$ cat src/rtl/register_file.sv
// -----------------------------------------------------------------------------
// register_file
//   MIPS general-purpose register file for the single-cycle datapath.
//   Two independent combinational read ports (rs -> ALU operand a, rt -> ALUSrc
//   mux / store data) and one synchronous write port fed from the MemtoReg mux.
//   Register $0 is hard-wired to zero: writes to it are dropped and reads of
//   address 0 always return 0.
//
// Parameters
//   DATA_W  width of each register and of all data ports
//   ADDR_W  register address width; depth = 2**ADDR_W
//   BYPASS  1: a read of the register being written this cycle returns
//              write_data; 0: it returns the stored (old) value
//
// Ports
//   clk         in   1       clock; writes occur on the rising edge
//   rst_n       in   1       asynchronous active-low reset, clears every register
//   RegWrite    in   1       write enable from main control
//   read_reg1   in   ADDR_W  read address, port 1 (rs)
//   read_reg2   in   ADDR_W  read address, port 2 (rt)
//   write_reg   in   ADDR_W  write address (RegDst mux output)
//   write_data  in   DATA_W  write data (MemtoReg mux output)
//   read_data1  out  DATA_W  contents of read_reg1
//   read_data2  out  DATA_W  contents of read_reg2
// -----------------------------------------------------------------------------
module register_file #(
    parameter int DATA_W = 32,
    parameter int ADDR_W = 5,
    parameter int BYPASS = 1
) (
    input  logic              clk,
    input  logic              rst_n,
    input  logic              RegWrite,
    input  logic [ADDR_W-1:0] read_reg1,
    input  logic [ADDR_W-1:0] read_reg2,
    input  logic [ADDR_W-1:0] write_reg,
    input  logic [DATA_W-1:0] write_data,
    output logic [DATA_W-1:0] read_data1,
    output logic [DATA_W-1:0] read_data2
);

    localparam int              DEPTH     = 2 ** ADDR_W;
    localparam logic            BYPASS_EN = (BYPASS != 0);
    localparam logic [ADDR_W-1:0] ZERO_ADDR = {ADDR_W{1'b0}};
    localparam logic [DATA_W-1:0] ZERO_DATA = {DATA_W{1'b0}};

    // Entry 0 exists only so that dynamic indexing stays in range; it is
    // cleared by reset, never written, and masked on both read ports.
    logic [DATA_W-1:0] regs_r [DEPTH];

    logic wr_en_s;
    logic hit1_s;
    logic hit2_s;

    // Qualified write enable. RegWrite is compared against 1'b1 so that an
    // unknown enable is treated as "no write" and cannot disturb any register.
    always_comb begin
        wr_en_s = 1'b0;
        if ((RegWrite === 1'b1) && (write_reg != ZERO_ADDR)) begin
            wr_en_s = 1'b1;
        end else begin
            wr_en_s = 1'b0;
        end
    end

    // Register storage: asynchronous clear, single write per rising edge.
    always_ff @(posedge clk or negedge rst_n) begin
        if (!rst_n) begin
            for (int i = 0; i < DEPTH; i++) begin
                regs_r[i] <= ZERO_DATA;
            end
        end else if (wr_en_s) begin
            regs_r[write_reg] <= write_data;
        end
    end

    // Same-cycle forwarding detection; suppressed while reset is held so that
    // both ports read zero for the whole reset window.
    always_comb begin
        hit1_s = 1'b0;
        hit2_s = 1'b0;
        if (BYPASS_EN && rst_n && wr_en_s) begin
            hit1_s = (read_reg1 == write_reg);
            hit2_s = (read_reg2 == write_reg);
        end else begin
            hit1_s = 1'b0;
            hit2_s = 1'b0;
        end
    end

    // Read port 1: address 0 wins over bypass, bypass wins over storage.
    always_comb begin
        read_data1 = ZERO_DATA;
        if (read_reg1 == ZERO_ADDR) begin
            read_data1 = ZERO_DATA;
        end else if (hit1_s) begin
            read_data1 = write_data;
        end else begin
            read_data1 = regs_r[read_reg1];
        end
    end

    // Read port 2: same priority as port 1, evaluated independently.
    always_comb begin
        read_data2 = ZERO_DATA;
        if (read_reg2 == ZERO_ADDR) begin
            read_data2 = ZERO_DATA;
        end else if (hit2_s) begin
            read_data2 = write_data;
        end else begin
            read_data2 = regs_r[read_reg2];
        end
    end

endmodule
$ cat config.mk
export PLATFORM = sky130hd
export DESIGN_NAME = register_file
export DESIGN_NICKNAME = d
export VERILOG_FILES = /design/src/rtl/register_file.sv
export SDC_FILE = /design/constraint.sdc
export NUM_CORES = 2
export LEC_CHECK = 0
export CORE_UTILIZATION = 41
export DETAILED_ROUTE_END_ITERATION = 12
export SETUP_SLACK_MARGIN = 0.15
export SLEW_MARGIN = 0
export SYNTH_ARGS = -nofsm -noshare
export SYNTH_HDL_FRONTEND = slang
export SYNTH_SLANG_ARGS = --single-unit
$ cat constraint.sdc
create_clock -name clk -period 2.45 [get_ports clk]
set_input_delay 0.49 -clock clk [delete_from_list [all_inputs] [get_ports clk]]
set_output_delay 0.49 -clock clk [all_outputs]
set_load 0.02 [all_outputs]
==> results.yml <==
run_status:
  status: "finished with violations"
  violations: "setup timing"
synth:
  synth_area_sq_um: 55600
  yosys.area_share.adder_pct: 0
  synth_top_area_cell: "dfrtp_1"
  synthTopCellsByArea: "dfrtp_1 (46%), mux2_2 (20%), mux4_2 (13%), mux2i_1 (7.1%), a22oi_1 (4.2%)"
  synthMuxAreaShare_pct: 40.1
  synth_top_flop_cell: "dfrtp_1"
  synth.cells.most_frequent: "dfrtp_1 (1024), mux2_2 (981), mux2i_1 (394)"
  synth_nets: 4069
  synth_area_per_cell_sq_um: 13.8
  synthSimpleGateAreaFrac_pct: 1.36
  synth_edf_count: 0
  synth_xor_area_share_pct: 0.171
  synth_top_family_by_area: "multiplexers"
  synth_compound_area_share_pct: 8.09
  synthCells: 4019
  yosys_warnings: 0
  synth.top_cell.area_share_pct: 46.1
  seq_area_frac_synth_pct: 46.1
  ys_ff_latch: 1024
  async_flop_share_pct: 100
  yosysMostFrequentCell: "dfrtp_1"
  ys_types: 42
power_and_ir_drop:
  p_leak_nw: 31.1
  power_density_nw_per_um2: 757
  vdd_drop_max_mv: 0.745
  fin_total_pwr_w: 0.0537
critical_path:
  crit_type: "flop to output pin"
  worst_r2r_path_depth: 4
  crit_path_start_kind: "flop"
  end_kind: "output pin"
  r2r_setup_slack_ns: 1.33
  r2r-end: "regs_r[24]"
  cp.required_ns: 1.96
  cp_max_fo: 2
  arrival_ns: 2.67
  r2r_start: "regs_r[24]"
  cp-startpoint: "regs_r[22]"
place:
  dp_slack_ns: -1.80
  io_buffers: 113
  globalplace.congestion: 0.894
  dp_hpwl_um: 129000
  dpl.cell_count: 6092
sta:
  slew_headroom_pct: 41.1
  rsz0062_at_grt: "yes"
  skew_ns: 0
  hold_viol_final: 0
  period_minus_slack_ns: 3.16
  max_clock_freq_ghz: 0.317
  setup_viol: 64
  worstMarginPinSlew_ns: 0.883
  setup_ws_ns: -0.709
  drv_slew: 0
  finalCritPeriodShare_pct: 129
clock_tree:
  htree_levels: 3
  cts_root_buf: "clkbuf_16"
  path_clk_slew_ns: 0.06
  cts_buffers: 110
  cts_tree: "done"
  cts_buffer_depth: 3
  clock_sinks: 1024
  insertion_delay_ns: 0.74
route:
  remaining_drc_errors: 0
  drtIter0Drc: 3629
  vias: 39942
  wirelength_um: 197000
  drtPass1Iterations: 6
  wl_per_cell_um: 30.7
  via_per_inst: 6.23
  ant_nets: 0
floorplan:
  rows: 134
  io-pin-count: 114
  core-area_sq_um: 134000
  dieArea_sq_um: 137000
  die_x_um: 370
  initial_core_util_pct: 41.5
  dieHeight_um: 370
worst_hold_path:
  hold_end: "regs_r[999]"
  hold_class: "flop to flop"
  min_from: "regs_r[999]"
  min_delay_path_depth: 0
cells_and_area:
  drive_above_1_share_pct: 55.9
  final_nets: 4598
  largest_reg_flops: 1024
  reg.largest.list: "regs_r (1024)"
  largest-register: "regs_r"
  finalNonFillerCells: 6410
  nFillCells: 11037
  area_growth_pct: 27.5
job:
  drv_cap: 0
global_route:
  gr-usage-all-layers_pct: 28.7
  antenna_found_initial: 3
  grt_pass1_vias: 41266
  gr-total-overflow: 0
  grt_max_degree: 158
  grt_pass1_wl_um: 288000
[cell families after synthesis]
logic type | count (synthesis)
compound gates | 662
xor+xnor | 10
buf+inv | 467
flops | 1024
mux | 1706
simple gates | 150
[area by class of cell]
cell class / count / area, sq um / share of cell area, %
multi-input combinational: 2528 / 29000 / 40.9
sequential: 1024 / 25600 / 36.1
timing repair buffer: 884 / 10000 / 14.1
clock buffer: 165 / 3340 / 4.71
tap: 1768 / 2210 / 3.12
clock inverter: 40 / 668 / 0.942
antenna: 1 / 2.50 / 0.00353
[power breakdown]
part | internal [W] | leakage [nW] | switching, W | total (W)
Sequential | 0.0201 | 13.1 | 0.00232 | 0.0225
Clock | 0.0112 | 1.98 | 0.00730 | 0.0185
Combinational | 0.00739 | 16.0 | 0.00534 | 0.0127
[how the worst max path moves through the flow]
| stage | to | slack (ns) | cells past startpoint |
|---|---|---|---|
| 2_1_floorplan | read_data2[20] | 0.04 | 8 |
| 3_3_place_gp | read_data2[19] | -1.85 | 9 |
| 3_5_place_dp | read_data2[19] | -1.80 | 9 |
| 4_1_cts | read_data2[22] | -0.76 | 7 |
| 5_1_grt | read_data2[22] | -0.77 | 7 |
| 6_report | read_data2[22] | -0.71 | 7 |
[through the flow]
stage / setup TNS [ns] / utilization (%) / hold WS, ns / area, sq um
6_report: -33.02 / 52.9 / 0.392 / 70900
4_1_cts: -34.11 / 52.2 / 0.391 / 69900
5_1_grt: -36.60 / 52.9 / 0.411 / 70900
2_1_floorplan: 0 / - / 0.194 / 56200
3_5_place_dp: -194.97 / 47.7 / 0.383 / 63900
3_3_place_gp: -190.25 / 47.7 / 0.376 / 63900
[routing by layer]
metal	vias to the layer above	GRT usage, %	wire length [um]
met5	-	0	0
met2	1653	44.1	90000
met1	21376	39.1	82500
li1	16501	-	-
met3	412	6.52	15700
met4	0	11.7	8770
[layout by cell type (no fill, tap or decap), drive strengths merged, types with 8 or more instances in the layout]
cell type | netlist | final
o21a | 33 | 33
o211ai | 62 | 62
o31a | 31 | 31
a21oi | 189 | 189
nor2 | 86 | 86
clkdlybuf4s50 | 0 | 32
nor2b | 8 | 8
mux4 | 320 | 320
mux2 | 992 | 992
clkbuf | 223 | 171
dfrtp | 1024 | 1024
a22oi | 313 | 313
nand2 | 21 | 21
o22ai | 32 | 32
clkinv | 0 | 20
buf | 244 | 838
bufinv | 0 | 17
mux2i | 394 | 394
[critical path: stages, from the launching register on]
cell and delay, ns:
dfrtp_1 0.40, buf_6 0.12, mux4_2 0.47, o211ai_1 0.30, o22ai_2 0.16, buf_4 0.17
o21a_4 0.20, buf_6 0.13
[timing repair]
| item | 4_1_cts | 5_1_grt |
|---|---|---|
| setup buffers | 57 | 40 |
| hold buffers | 1 | 0 |
| cloned | 10 | 5 |
| pin swaps | 151 | 91 |
| setup endpoints to repair | 64 | 476 |
| hold endpoints to repair | 14 | 0 |
| resized for setup | 514 | 113 |
(Power assumes the default switching activity.)
